**config.mk**
```make
export PLATFORM = sky130hd
export DESIGN_NAME = ioread_ctrl
export DESIGN_NICKNAME = d
export VERILOG_FILES = /design/src/rtl/io_pkg.sv /design/src/rtl/io_debounce.sv /design/src/rtl/ioread_ctrl.sv
export SDC_FILE = /design/constraint.sdc
export NUM_CORES = 1
export LEC_CHECK = 0
export CAP_MARGIN = 20
export CORE_AREA = 3 3 49 51
export DETAILED_ROUTE_END_ITERATION = 12
export DIE_AREA = 0 0 52 54
export GPL_TIMING_DRIVEN = 0
export HOLD_SLACK_MARGIN = 0.12
export SETUP_SLACK_MARGIN = 0.3
export SLEW_MARGIN = 10
export SYNTH_ARGS = -nofsm -noshare
export SYNTH_HDL_FRONTEND = slang
export SYNTH_SLANG_ARGS = --single-unit
export TNS_END_PERCENT = 5
```
**constraint.sdc**
```tcl
create_clock -name clock -period 1.4 [get_ports clock]
set_input_delay 0.21 -clock clock [delete_from_list [all_inputs] [get_ports clock]]
set_output_delay 0.21 -clock clock [all_outputs]
set_load 0.005 [all_outputs]
```
**src/rtl/io_pkg.sv**
```systemverilog
// rtl/io_pkg.sv - shared FSM encoding and defaults for the blocking switch read path
package io_pkg;

   typedef enum logic [1:0] {
      IDLE  = 2'd0,
      ARMED = 2'd1,
      DONE  = 2'd2
   } io_state_t;

   localparam int DEFAULT_DEBOUNCE_CYCLES = 20;

endpackage

```
**src/rtl/io_debounce.sv**
```systemverilog
// rtl/io_debounce.sv - 2-FF synchronizer, counting debouncer and rising-edge strobe for one key
module io_debounce
   import io_pkg::*;
#(
   parameter int DEBOUNCE_CYCLES = DEFAULT_DEBOUNCE_CYCLES
) (
   input  logic clock,
   input  logic reset,
   input  logic raw_in,
   output logic press
);

   localparam int              CNT_W    = $clog2(DEBOUNCE_CYCLES + 1);
   localparam logic [CNT_W-1:0] CNT_LAST = CNT_W'(DEBOUNCE_CYCLES - 1);

   logic             sync_1;
   logic             sync_2;
   logic             stable;
   logic             stable_q;
   logic [CNT_W-1:0] count;

   always_ff @(posedge clock) begin
      if (!reset) begin
         sync_1   <= 1'b0;
         sync_2   <= 1'b0;
         stable   <= 1'b0;
         stable_q <= 1'b0;
         count    <= '0;
      end else begin
         sync_1   <= raw_in;
         sync_2   <= sync_1;
         stable_q <= stable;
         // Any cycle of agreement restarts the run, so bounces never accumulate.
         if (sync_2 == stable) begin
            count <= '0;
         end else if (count == CNT_LAST) begin
            stable <= sync_2;
            count  <= '0;
         end else begin
            count <= count + CNT_W'(1);
         end
      end
   end

   assign press = stable & ~stable_q;

endmodule

```
**src/rtl/ioread_ctrl.sv**
```systemverilog
// rtl/ioread_ctrl.sv - blocking CPU input read: arm on request, capture switches on debounced confirm press
module ioread_ctrl
   import io_pkg::*;
#(
   parameter int DATA_W          = 4,
   parameter int DEBOUNCE_CYCLES = DEFAULT_DEBOUNCE_CYCLES
) (
   input  logic              clock,
   input  logic              reset,
   input  logic              ior_req,
   input  logic [DATA_W-1:0] switch_in,
   input  logic              key_in,
   output logic [DATA_W-1:0] ioread_data,
   output logic              io_ready,
   output logic              busy
);

   logic [DATA_W-1:0] sw_sync_1;
   logic [DATA_W-1:0] sw_sync_2;
   logic              key_press;
   logic              capture;
   io_state_t         state;
   io_state_t         state_nxt;

   io_debounce #(
      .DEBOUNCE_CYCLES (DEBOUNCE_CYCLES)
   ) u_key_debounce (
      .clock  (clock),
      .reset  (reset),
      .raw_in (key_in),
      .press  (key_press)
   );

   always_ff @(posedge clock) begin
      if (!reset) begin
         sw_sync_1   <= '0;
         sw_sync_2   <= '0;
         ioread_data <= '0;
         state       <= IDLE;
      end else begin
         sw_sync_1 <= switch_in;
         sw_sync_2 <= sw_sync_1;
         state     <= state_nxt;
         if (capture) begin
            ioread_data <= sw_sync_2;
         end
      end
   end

   always_comb begin
      state_nxt = state;
      capture   = 1'b0;
      case (state)
         IDLE: begin
            if (ior_req) begin
               state_nxt = ARMED;
            end
         end
         ARMED: begin
            // A dropped request wins over a press landing in the same cycle.
            if (!ior_req) begin
               state_nxt = IDLE;
            end else if (key_press) begin
               capture   = 1'b1;
               state_nxt = DONE;
            end
         end
         DONE: begin
            state_nxt = IDLE;
         end
         default: begin
            state_nxt = IDLE;
         end
      endcase
   end

   assign busy     = (state == ARMED);
   assign io_ready = (state == DONE);

endmodule

```
Word level (Yosys, flattened, before mapping)
Cells that the tools add are included.
- div/mod/pow operators: 0
- muxes and demuxes: 7
- $mul: 0
- bitwise operators: 4
- shifts and indexed selects: 0
- order comparisons: 0
- reduce and logical (&&, ||, !) cells: 4
- equal/unequal tests: 6
- $add $sub $neg: 1
- operators by type and width (cell ; count):
    2-bit 2-to-1 mux ; 3
    5-bit by 1-bit adder with 5-bit output, second input constant ; 1
    5-bit equality test, second input constant ; 1
    2-bit one-hot mux with 2 select lines ; 1
    2-bit AND reduction ; 2
    1-bit 2-to-1 mux ; 3
    3-bit by 2-bit inequality test with 1-bit output, second input constant ; 1
    1-bit inverter ; 3
    3-bit OR reduction ; 1
    2-bit by 1-bit equality test with 1-bit output, second input constant ; 1
    2-bit equality test, second input constant ; 1
    2-bit zero test ; 1
    2-bit inequality test, second input constant ; 1
    1-bit bitwise AND ; 1
    1-bit equality test ; 1
- bits of input ports: 8
- memory bits (read-only): 0
- word-level logic and storage cells: 31
- latch bits: 0
- memories kept: 0
- RAM bits: 0
- register bits: 23

Depth between registers and ports, before layout
Gate-level depths: netlist (run 1).
- word-level depth: 5
- depth in mapped cells: 4
- mapped depth without buffers: 4

By module
A second synthesis (run 1) with hierarchy kept.
- cells, all modules: 77
- area, all modules: 822.0 um2
- by module, submodules not included (module ; sequential area each (um2) ; area an instance (um2) ; cells an instance ; instances):
    ioread_ctrl ; 280.3 ; 464.2 ; 43 ; 1
    io_debounce ; 180.2 ; 357.8 ; 34 ; 1

Worst setup path before layout (run 1)
Ideal clock, no wire load.
- kind: flip-flop to flip-flop
- from: reg u_key_debounce.count[0]
- to: reg u_key_debounce.count[2]
- period minus slack after synthesis: 1109 ps
- slack: 291 ps
- path buffers: 0
- data required time: 1336 ps
- arrival time: 1044 ps
- cell stages (with the launch flop): 5
- path through: dfxtp_1 > ha_1 > and4bb_2 > nand3b_1 > nor2_1
- longest elaborated chain between the ends: 2
- ends and longest elaborated chain (what ; RTL line ; source):
    from (decl) ; io_debounce.sv:20 ; logic [CNT_W-1:0] count;
    from (signal assigned) ; io_debounce.sv:40 ; count <= count + CNT_W'(1);
    branches (longest 2 deep; another with 5-bit by 1-bit adder with 5-bit output) ; -- ;
Parallel ways; which one is timed is not known.
A chain may end at the register's enable or synchronous reset.

Worst setup path after layout (run 1)
- from: reg u_key_debounce.count[1]
- to: reg u_key_debounce.count[1]
Same word-level chain as after synthesis.

==> summary.txt, run 1 <==
Logic synthesis
  – Syn Inst Count: 76
  – Top-area cell type share of the netlist area: 57.05%
  – Netlist cell types: 22
  – Synth Cell Area: 807.0 µm²
  – Synthesized net count: 85
  – Largest area contributor in the netlist: dfxtp_1
  – Seq cells post-synth: 23
  – Sequential fraction of the synthesis area: 57.05%
  – Syn Area/Cell: 10.62 µm²
  – Warnings from Yosys: 0
  – Area contributors post-synth: dfxtp_1 57%, and2_1 7.8%, mux2i_1 6.2%

Route
  – Via/cell ratio: 4.371
  – Post-route ant nets: 0
  – Starting DRT DRC Count: 15
  – DR vias: 542
  – Routed wire length: 1224 µm
  – DRC Markers: 0
  – Initial DRT Pass Iterations: 2
  – DR WL/cell: 9.871 µm

STA
  – Setup tns final: 0 ns
  – Fin Clk Skew: 0.004999 ns
  – Hold slack final: 0.4481 ns
  – FMAX: 0.8517 GHz
  – Setup violations, final: 0
  – Final Max Slew Viols: 0
  – Minimum clock period: 1.174 ns
  – Max-slew headroom: 79.04%
  – Unrepaired setup endpoints after global routing: yes
  – Hold Fails Final Rpt: 0
  – Tcrit/Tclk final: 83.86%
  – Worst Max-Slew Pin Slew: 0.3140 ns

CTS
  – CTS Buf Count: 3
  – CTS clock-pin slew for the worst setup and hold paths: 0.13 ns
  – Cts hold-fix bufs: 0
  – CTS max path bufs: 2
  – Worst-Skew Late Latency: 0.31 ns
  – H-tree levels: 1
  – CTS tree: yes
  – Clock root buffer master: clkbuf_4
  – # clock sinks: 23

Cells and area
  – Syn-to-layout area delta: 29.61%
  – Number of diodes: 0
  – Final net count: 107
  – Cell Count, Final, Fillers Out: 124
  – Share of layout cells above drive strength 1: 24.74%

Setup path
  – Setup CP Type: flip-flop to flip-flop
  – Startpoint type of the worst setup path: flip-flop
  – WP depth: 4
  – Arrival time at the worst endpoint: 1.43 ns
  – Max incr delay on CP: 0.37 ns
  – Worst r2r src: u_key_debounce.count[1]
  – Critical R2R Capture: u_key_debounce.count[1]
  – Top delay family on crit path: simple AND/OR/NAND/NOR gates
  – CP endpoint: u_key_debounce.count[1]
  – R2R Setup Slk: 0.23 ns
  – Required time worst endpoint: 1.66 ns
  – Reg2reg path depth: 4
  – Worst setup EP type: flip-flop
  – CP max FO: 4
  – Worst-path cell chain: ha_4 > and4bb_2 > nand3b_1 > nor2_1
  – Crit-path slowest cell: dfxtp_1
  – WP buf/inv: 0
  – Crit path from: u_key_debounce.count[1]

Min path
  – Hold Path Class: flip-flop to flip-flop
  – Hold_sp: sw_sync_2[2]

Pwr
  – Power Dens Cells: 988.4 mW/mm²
  – Pleak: 0.4050 nW
  – Worst VDD drop: 0.6245 mV

Floorplanning
  – Core Area: 0.001982 mm²
  – Initial Util: 40.72%
  – Die area: 0.002808 mm²
  – Rows: 16
  – Die Y-Extent: 54 µm
  – Chip width: 52 µm
  – # IOs: 14

Global routing
  – Largest net degree at the start of global routing: 15
  – Antenna violations before repair: 0
  – Global Route Usage Sum: 10.79%
  – First-pass GRT wire length: 2125 µm
  – Vias in the first global route: 512
  – Grt ovf: 0

Placement
  – Hpwl dp: 851.8 µm
  – Dpl cells: 116
  – Number of port buffers: 13
  – Routability cong.: 0.6101

Job
  – Max Cap Viol: 0

Outcome
  – Outcome: complete, no violations
[Yosys cell counts (all sizes together)]
library cell  count
nor3              1
nor3b             2
and2             11
xnor2             1
xor2              2
nand3b            3
nor2              4
nand3             1
ha                1
inv               2
nand2            10
a31oi             1
and4bb            1
o21ai             1
dfxtp            23
mux2i             5
nand4b            1
clkbuf            2
nor2b             4
[flip-flops by register name, summed over array words and instances, names as in the netlist]
register / flops
sw_sync_1: 4
u_key_debounce.stable_q: 1
u_key_debounce.count: 5
sw_sync_2: 4
ioread_data: 4
u_key_debounce.sync_2: 1
state: 2
u_key_debounce.stable: 1
u_key_debounce.sync_1: 1
[worst min path at each step]
stage                           endpoint  slack (ns)  depth (start not counted)
after CTS                   sw_sync_1[3]        0.44                          2
after global routing        sw_sync_1[2]        0.45                          2
after global placement      sw_sync_2[3]        0.42                          1
after floorplan             sw_sync_1[0]        0.34                          1
final                     ioread_data[2]        0.45                          2
after detailed placement    sw_sync_2[0]        0.42                          1
[worst register-to-register path: stages, from the launching register on]
cell and delay [ns]:
dfxtp_1 0.37, ha_4 0.18, and4bb_2 0.23, nand3b_1 0.21, nor2_1 0.14
[metal layers]
metal  global-route usage, %  part of all wire, %  wire length [µm]  up-vias
met4                   5.240                  1.1                13        0
met1                   11.87                   48               583      238
met5                       0                    0                 0        -
li1                        -                    -                 -      288
met2                   16.95                   44               541       14
met3                   5.817                  7.0                86        2
[stage by stage]
stage	setup WS, ns	area [µm²]	util, %	total power, mW
after floorplan	0.3006	809.5	-	0.7108
after global placement	-0.08791	973.4	49.12	0.7385
after detailed placement	-0.1026	973.4	49.12	0.7400
after CTS	0.2164	1045	52.71	1.057
after global routing	0.1490	1046	52.78	1.091
final	0.2259	1046	52.78	1.034
[area by class of cell]
type                            instances  area (µm²)
Fill cell                             185       935.9
Sequential cell                        23       473.0
Multi-Input combinational cell         49       344.1
Timing Repair Buffer                   17       148.9
Tap cell                               27       33.78
Clock buffer                            3       22.52
Buffer                                  2       8.758
Clock inverter                          1       7.507
Inverter                                2       7.507
[layout by cell type (no fill, tap or decap), drive strengths merged]
| master | synthesis | routed |
|---|---|---|
| dfxtp | 23 | 23 |
| and2 | 11 | 11 |
| nand2 | 10 | 10 |
| clkdlybuf4s50 | 0 | 7 |
| buf | 0 | 6 |
| mux2i | 5 | 5 |
| clkbuf | 2 | 5 |
| nor2b | 4 | 4 |
| nor2 | 4 | 4 |
| dlygate4sd2 | 0 | 4 |
| nand3b | 3 | 3 |
| inv | 2 | 2 |
| xor2 | 2 | 2 |
| nor3b | 2 | 2 |
| nand4b | 1 | 1 |
| o21ai | 1 | 1 |
| a31oi | 1 | 1 |
| nand3 | 1 | 1 |
| and4bb | 1 | 1 |
| xnor2 | 1 | 1 |
| nor3 | 1 | 1 |
| ha | 1 | 1 |
| clkinvlp | 0 | 1 |
[cell families after synthesis]
| logic type | synth area share (%) |
|---|---|
| buffers and inverters | 1.861 |
| adder cells (fa/ha/maj) | 1.550 |
| AND/OR/NAND/NOR | 28.68 |
| multiplexers | 6.202 |
| AO/OA/AOI/OAI | 1.395 |
| XOR/XNOR | 3.256 |
| flip-flops | 57.05 |
[power breakdown]
part           total [mW]  switching (mW)  leakage [nW]  internal (mW)
sequential          0.673         0.00485         0.192          0.668
clock               0.307           0.198        0.0139          0.109
combinational      0.0536          0.0191         0.199         0.0344
total                1.03           0.222         0.405          0.812
[timing repair]
action,CTS,global route
setup buffers,4,0
pin swaps,2,0
cloned,0,0
endpoints found under the setup margin,16,17
gates resized for setup,23,2
(Power assumes the default switching activity.)
==> inputs of run 2 (changes only) <==
clock period = 1.14 ns   (was 1.4 ns; I/O delays follow)
==> summary.txt, run 2 (synthesized netlist as in run 1, its figures left out) <==
Outcome
  – Outcome: complete, no violations (unchanged)

Route
  – Post-route ant nets: 0 (unchanged)
  – Via/cell ratio: 4.296 (was 4.371)
  – Starting DRT DRC Count: 7 (was 15)
  – Routed wire length: 1201 µm (was 1224 µm)
  – DR vias: 537 (was 542)
  – DRC Markers: 0 (unchanged)
  – Initial DRT Pass Iterations: 3 (was 2)
  – DR WL/cell: 9.608 µm (was 9.871 µm)

Placement
  – Routability cong.: 0.6035 (was 0.6101)
  – Number of port buffers: 13 (unchanged)
  – Dpl ws: -0.3174 ns (was -0.1026 ns)
  – Hpwl dp: 843.3 µm (was 851.8 µm)
  – Post-DP Area: 994.7 µm² (was 973.4 µm²)

Cells and area
  – Register area: 474.2 µm² (was 473.0 µm²)
  – Multi-input gate area: 357.8 µm² (was 344.1 µm²)
  – Filler instances: 191 (was 185)
  – Final net count: 108 (was 107)
  – Top reg by flops: u_key_debounce.count (unchanged)
  – Most frequent cells in the layout: 14 x dfxtp_1, 10 x and2_1, 10 x nand2_1, 8 x dfxtp_2, 7 x clkdlybuf4s50_1 (was 15 x dfxtp_1, 10 x and2_1, 10 x nand2_1, 7 x clkdlybuf4s50_1, 7 x dfxtp_2)
  – Number of diodes: 0 (unchanged)
  – Final core occ: 53.60% (was 52.78%)
  – Commonest non-fill, non-tap cell in the layout: dfxtp_1 (unchanged)
  – Cell area after layout: 0.001062 mm² (was 0.001046 mm²)
  – Share of layout cells above drive strength 1: 30.61% (was 24.74%)
  – Largest register FFs: 5 (unchanged)
  – Syn-to-layout area delta: 31.63% (was 29.61%)

Floorplanning
  – Rows: 16 (unchanged)
  – Die Y-Extent: 54 µm (unchanged)
  – Core Area: 0.001982 mm² (unchanged)
  – Initial Util: 40.72% (unchanged)
  – Die area: 0.002808 mm² (unchanged)
  – Chip width: 52 µm (unchanged)
  – # IOs: 14 (unchanged)

Setup path
  – Startpoint type of the worst setup path: flip-flop (unchanged)
  – Required time worst endpoint: 1.37 ns (was 1.66 ns)
  – Worst setup EP type: flip-flop (unchanged)
  – CP max FO: 4 (unchanged)
  – Worst r2r src: state[0] (was u_key_debounce.count[1])
  – Top delay family on crit path: simple AND/OR/NAND/NOR gates (unchanged)
  – Setup CP Type: flip-flop to flip-flop (unchanged)
  – WP buf/inv: 1 (was 0)
  – Arrival time at the worst endpoint: 1.36 ns (was 1.43 ns)
  – Crit path from: state[0] (was u_key_debounce.count[1])
  – Worst-path cell chain: buf_6 > nand3b_4 > nor3b_4 > mux2i_1 (was ha_4 > and4bb_2 > nand3b_1 > nor2_1)
  – Crit-path slowest cell: dfxtp_2 (was dfxtp_1)
  – Max incr delay on CP: 0.36 ns (was 0.37 ns)

CTS
  – # clock sinks: 23 (unchanged)
  – CTS tree: yes (unchanged)
  – Worst-Skew Late Latency: 0.30 ns (was 0.31 ns)
  – CTS max path bufs: 2 (unchanged)
  – CTS Buf Count: 3 (unchanged)
  – Cts hold-fix bufs: 0 (unchanged)
  – Clock root buffer master: clkbuf_4 (unchanged)
  – H-tree levels: 1 (unchanged)
  – CTS clock-pin slew for the worst setup and hold paths: 0.12 ns (was 0.13 ns)

STA
  – Max-slew headroom: 79.99% (was 79.04%)
  – Unrepaired setup endpoints after global routing: yes (unchanged)
  – Setup tns final: 0 ns (unchanged)
  – Tcrit/Tclk final: 98.74% (was 83.86%)
  – Final Max Slew Viols: 0 (unchanged)
  – Fin Clk Skew: 0.003442 ns (was 0.004999 ns)
  – Worst Max-Slew Pin Slew: 0.2998 ns (was 0.3140 ns)
  – Minimum clock period: 1.126 ns (was 1.174 ns)
  – FMAX: 0.8884 GHz (was 0.8517 GHz)
  – Hold slack final: 0.4410 ns (was 0.4481 ns)
  – Setup violations, final: 0 (unchanged)
  – Hold Fails Final Rpt: 0 (unchanged)
  – Worst Slack Setup Final: 0.01434 ns (was 0.2259 ns)

Pwr
  – Power Dens Cells: 1180 mW/mm² (was 988.4 mW/mm²)
  – Worst VDD drop: 0.6748 mV (was 0.6245 mV)
  – Pleak: 0.4299 nW (was 0.4050 nW)

Global routing
  – Largest net degree at the start of global routing: 13 (was 15)
  – Global Route Usage Sum: 11.05% (was 10.79%)
  – First-pass GRT wire length: 2173 µm (was 2125 µm)
  – Grt ovf: 0 (unchanged)
  – Vias in the first global route: 501 (was 512)
  – Antenna violations before repair: 0 (unchanged)

Job
  – Max Cap Viol: 0 (unchanged)

Min path
  – Hold_sp: sw_sync_2[1] (was sw_sync_2[2])
  – Hold Path Class: flip-flop to flip-flop (unchanged)
[run 2: report_power, final]
part / total (mW) / switching [mW] / internal (mW)
logic: 0.0663 / 0.0240 / 0.0423
registers: 0.827 / 0.00601 / 0.821
clock network: 0.361 / 0.225 / 0.136
total: 1.25 / 0.255 / 0.999
[run 2: worst min-delay path: stages (launching register included)]
cell and delay [ns]:
dfxtp_1 0.32, nand2_1 0.04, mux2i_1 0.05
[run 2: metrics by stage]
step	cells	power, mW
floorplan	76	0.8744
global placement	116	0.9085
detailed placement	116	0.9099
CTS	125	1.275
global route	125	1.329
finish	125	1.254
[run 2: path summary, 6_finish.rpt]
| kind | endpoint | slack, ns | cells past startpoint |
|---|---|---|---|
| worst max register to register | ioread_data[2] | 0.01 | 4 |
| worst max-delay path | ioread_data[2] | 0.01 | 4 |
| worst min register to register | ioread_data[1] | 0.44 | 2 |
| worst min-delay path | ioread_data[1] | 0.44 | 2 |
[run 2: metal layers]
layer / wire length [µm] / GRT usage, % / up-vias
met5: 0 / 0 / -
met4: 17 / 7.860 / 0
met3: 65 / 3.878 / 2
met2: 527 / 16.53 / 10
met1: 592 / 13.11 / 235
li1: - / - / 290
[run 2: timing repair]
item                                    CTS  global route
gates resized for setup                  34             5
pin swaps                                 3             3
setup buffers                             5             0
endpoints found under the setup margin   27            29
[run 2: area by class of cell]
class / count / area share (%)
buffer: 2 / 0.8245
clock buffer: 4 / 2.473
inverter: 2 / 0.7067
multi-input combinational: 49 / 33.69
sequential: 23 / 44.64
tap: 27 / 3.180
timing repair buffer: 18 / 14.49
==> RTL edit 1, RTL diff (flow settings as in run 2) <==
Re-encode `io_state_t` (3 states) as one-hot, 3 bits wide.
--- a/src/rtl/io_pkg.sv
+++ b/src/rtl/io_pkg.sv
@@ -2,8 +2,8 @@
 package io_pkg;
 
-   typedef enum logic [1:0] {
-      IDLE  = 2'd0,
-      ARMED = 2'd1,
-      DONE  = 2'd2
+   typedef enum logic [2:0] {
+      IDLE  = 3'b001,
+      ARMED = 3'b010,
+      DONE  = 3'b100
    } io_state_t;
 
Function: same outputs for any inputs over 10 cycles, from zero or initial values and one cycle with reset low; not proved beyond that.
==> RTL edit 1 against run 2 <==
Sequential share of layout area is 0.70 points lower; final area rose by 6.9%; setup slack got worse by 0.12 ns; global-route usage rose by 0.61 points; area after synthesis is 7.6% higher; final cell count up 7.2%; sequential cell count grew 1; clock power is 19% higher; total power rose by 9.5%; via count increased by 13%; the run now ends with negative setup slack left; combinational power rose by 22%; critical path type is now flip-flop to output pin; worst hold slack got worse by 0.22 ns; routed wire length rose by 10%.
==> RTL edit 1: results (changes against run 2) <==
cell count after synthesis 86 (+13%); Cells after DPL 126 (+8.6%); sequential cell area 499 um2 (+5.3%); setup violators final 6 (+6); DRT iter0 DRCs 2 (-5); FF-to-FF path depth 5 (+1); Hold EP ioread_data[3]; final hold slack 0.219 ns (-0.222 ns); Worst setup endpoint io_ready; Final nets 117 (+8.3%); first-pass GRT wire length 2280 um (+5.1%); Synth cell types 27 (+23%); Cell Pwr Density 1210 nW/um2 (+2.4%); Area Overhead vs Synth 30.8%; Final TNS setup -0.548 ns (-0.548 ns); Final WS setup -0.110 ns (-0.124 ns); post-layout util 0.573 (+0.0372); GPL Wtd Cong 0.683 (+13%); Seq cells 24 (+4.3%); multi-input gate share of the layout cell area 0.349 (+0.0123); Worst Skew 0.00453 ns (+0.00109 ns); r2r endpoint ioread_data[0]; Syn Nets 95 (+12%); worst setup path class flip-flop to output pin; All-Layer GR Usage 0.117 (+0.00612); met2 routed WL 594 um (+13%); Synth area leaders dfxtp_1 (55%), and2_1 (8.6%), nand2_1 (4.8%); Worst R2R Setup Slack -0.10 ns (-0.11 ns); vias in the first global route 581 (+16%); clk tree area frac 0.0319 (+0.00720); CP top delay family flip-flops; layout cells sized above 1 0.290 (-0.0164); CP max stage cell dfxtp_4; synth cell count leaders dfxtp_1 (24), and2_1 (12), nand2_1 (11); area of placed instances 1030 um2 (+4.0%); relative slew slack 0.852 (+0.0520); WL/cell 9.90 um (+3.1%); status finished, violations left; R2R Path Start state[0]; HP Class input port to flip-flop; Signal buf overhead 0.140 (-0.0133); crit path DAT 1.08 ns (-0.28 ns); worst vdd ir 0.733 mV (+8.6%); crit-path max FO 3 (-1); Non-CTS inverters 3 (+1); hold depth 3 (+1); final non-filler cell total 134 (+7.2%); failing checks negative setup slack
RTL edit 1: report_power, final:
group / internal [W] / total, W / switching, W
Clock: 0.000195 / 0.000428 / 0.000233
Sequential: 0.000856 / 0.000865 / 0.00000878
Combinational: 0.0000508 / 0.0000807 / 0.0000299
Total: 0.00110 / 0.00137 / 0.000271
RTL edit 1: logic make-up after synthesis:
family,Yosys count,share of synthesized area
and+or+nand+nor,43,0.288
DFF,24,0.553
buffers and inverters,6,0.0346
AOI/OAI and AO/OA,5,0.0331
muxes,4,0.0461
xor gates and xnor gates,3,0.0303
adders and majority gates,1,0.0144
RTL edit 1: routing by layer:
metal / track usage / vias up
met5: 0 / -
met4: 0.105 / 0
met3: 0.0332 / 5
met2: 0.195 / 13
met1: 0.118 / 272
li1: - / 318
RTL edit 1: timing repair:
| action | 4_1_cts | 5_1_grt |
|---|---|---|
| gates cloned | 0 | 0 |
| pin swaps | 9 | 2 |
| gates resized for setup | 41 | 4 |
| setup buffers | 2 | 2 |
| endpoints found under the setup margin | 28 | 30 |
==> RTL edit 2, RTL diff (config.mk and constraints of run 2) <==
Made on the original files. `DATA_W`: 4 -> 3.
--- a/src/rtl/ioread_ctrl.sv
+++ b/src/rtl/ioread_ctrl.sv
@@ -3,5 +3,5 @@
    import io_pkg::*;
 #(
-   parameter int DATA_W          = 4,
+   parameter int DATA_W          = 3,
    parameter int DEBOUNCE_CYCLES = DEFAULT_DEBOUNCE_CYCLES
 ) (
Ports: changed (resized ioread_data and switch_in); port bits go from 14 to 12. No check against the original RTL was run, so the function may have changed too.
==> RTL edit 2 against run 2 <==
Total power rose by 6.2%; synthesized cell count fell by 11%; sequential cell count fell by 3; sequential power fell by 13%; global-route usage fell by 2.6 points; core utilization fell by 5.4 points; setup slack got worse by 0.0017 ns; routed wire length fell by 18%; area after synthesis fell by 11%; die area did not move; first-iteration DRC count fell by 86%; final area fell by 10%; critical endpoint is now u_key_debounce.count[2].
==> RTL edit 2: results (changes against run 2) <==
status completed; final non-filler cell total 112 (-10%); Via density 4.11 (-4.4%); HP Class input port to flip-flop; worst slew pin tran 0.268 ns (-0.0316 ns); Avg Synthesized Cell Area 10.5 um2 (-0.71%); initial antenna violation count 0 (unchanged); Synth cell types 22 (unchanged); Root Buffer clkbuf_4; CTS H-tree lvls 1 (unchanged); # diodes 0 (unchanged); Skew-Pair Late Insertion Delay 0.29 ns; largest stage delay on the critical path 0.37 ns; synth cell count leaders dfxtp_1 (20), and2_1 (9), nand2_1 (8); CP top delay family simple AND/OR/NAND/NOR gates; # port buffers 10 (-3); Total Wirelength 982 um (-18%); CP max stage cell dfxtp_4; DRT iter0 DRCs 1 (-6); max FFs per register 5 (unchanged); Clock transition at path regs 0.11 ns; vias in the first global route 408 (-19%); Synth area leaders dfxtp_1 (56%), and2_1 (7.9%), mux2i_1 (5.6%); crit path DAT 1.36 ns (about the same); filler instances 188 (-1.6%); Clock Path Buffers 2 (unchanged); first-pass GRT wire length 1730 um (-21%); largest net degree at the start of global routing 13 (unchanged); GPL Wtd Cong 0.641 (+6.2%); YS warnings 0 (unchanged); Worst Skew 0.00110 ns (-0.00235 ns); worst vdd ir 0.677 mV (+0.26%); xor and xnor area share after synthesis 0.0366 (+0.00409); cts bufs inserted 3 (unchanged); crit-path max FO 3 (-1); Detailed Routing Iterations Pass 1 2 (-1); layout cells sized above 1 0.294 (-0.0120); post-synthesis mux area share 0.0558 (-0.00617); leakage 0.386 nW (-10%); Reg with most FFs u_key_debounce.count; Final nets 94 (-13%); fraction of registers with async set/reset 0 (unchanged); worst slack, placed -0.122 ns (+0.195 ns); Compound-Gate Fraction of Synth Area 0.0157 (+0.00175); Synth Area in Adders 0.0175 (+0.00195); All-Layer GR Usage 0.0846 (-0.0258); sequential-to-total area share from yosys stat 0.558 (-0.0121); Syn Nets 76 (-11%)
==> RTL edit 2: cell count changes in the layout (fill, tap and decap cells not counted), moves of 2 or more <==
cell	run 2	this run
nand2_1	10	8
dfxtp_2	8	6
buf_4	4	2
dfxtp_1	14	12
clkdlybuf4s50_1	7	5
==> RTL edit 2: layer usage <==
layer,up-vias,global-route usage,share of wire
met3,0,0.0277,0.088
met5,-,0,0
met2,11,0.119,0.42
li1,257,-,-
met1,192,0.106,0.50
met4,0,0.0655,0
==> RTL edit 2: worst paths after layout <==
kind,startpoint,slack (ns),depth (start not counted),to
min reg2reg,u_key_debounce.count[0],0.44,1,u_key_debounce.count[0]
max,u_key_debounce.count[0],0.01,4,u_key_debounce.count[2]
min,reset,0.20,3,ioread_data[1]
max reg2reg,u_key_debounce.count[0],0.01,4,u_key_debounce.count[2]
==> RTL edit 2: area by class of cell <==
type | instances | area (um2) | share of cell area
Sequential cell | 20 | 415 | 0.435
Inverter | 2 | 7.51 | 0.00786
Tap cell | 27 | 33.8 | 0.0354
Clock buffer | 3 | 22.5 | 0.0236
Clock inverter | 1 | 30.0 | 0.0315
Timing Repair Buffer | 13 | 108 | 0.113
Buffer | 2 | 8.76 | 0.00917
Multi-Input combinational cell | 44 | 329 | 0.345
==> RTL edit 2: where the power goes <==
group	switching [W]	internal (W)	total, W	leakage (nW)
combinational	0.0000200	0.0000341	0.0000542	0.190
sequential	0.00000561	0.000711	0.000716	0.168
clock	0.000206	0.000355	0.000561	0.0279
total	0.000231	0.00110	0.00133	0.386
==> RTL edit 2: repair_timing <==
action | CTS | global route
setup buffers | 2 | 1
cloned | 0 | 0
setup endpoints to repair | 14 | 16
resized for setup | 29 | 4
pin swaps | 7 | 5
==> RTL edit 2: worst min-delay path: cells and delay by family <==
kind | cells | cell delay [ns]
buf+inv | 1 | 0.16
simple gates | 1 | 0.08
mux | 1 | 0.05
==> RTL edit 2: metrics by stage <==
| step | hold WS, ns | total power, W | instance area (um2) | utilization | setup TNS (ns) |
|---|---|---|---|---|---|
| 2_1_floorplan | 0.298 | 0.000761 | 732 | - | 0 |
| 3_3_place_gp | 0.413 | 0.000787 | 866 | 0.437 | -0.278 |
| 3_5_place_dp | 0.418 | 0.000788 | 866 | 0.437 | -0.340 |
| 4_1_cts | 0.185 | 0.00136 | 922 | 0.465 | -0.00344 |
| 5_1_grt | 0.195 | 0.00138 | 955 | 0.482 | -0.235 |
| 6_report | 0.203 | 0.00133 | 955 | 0.482 | 0 |
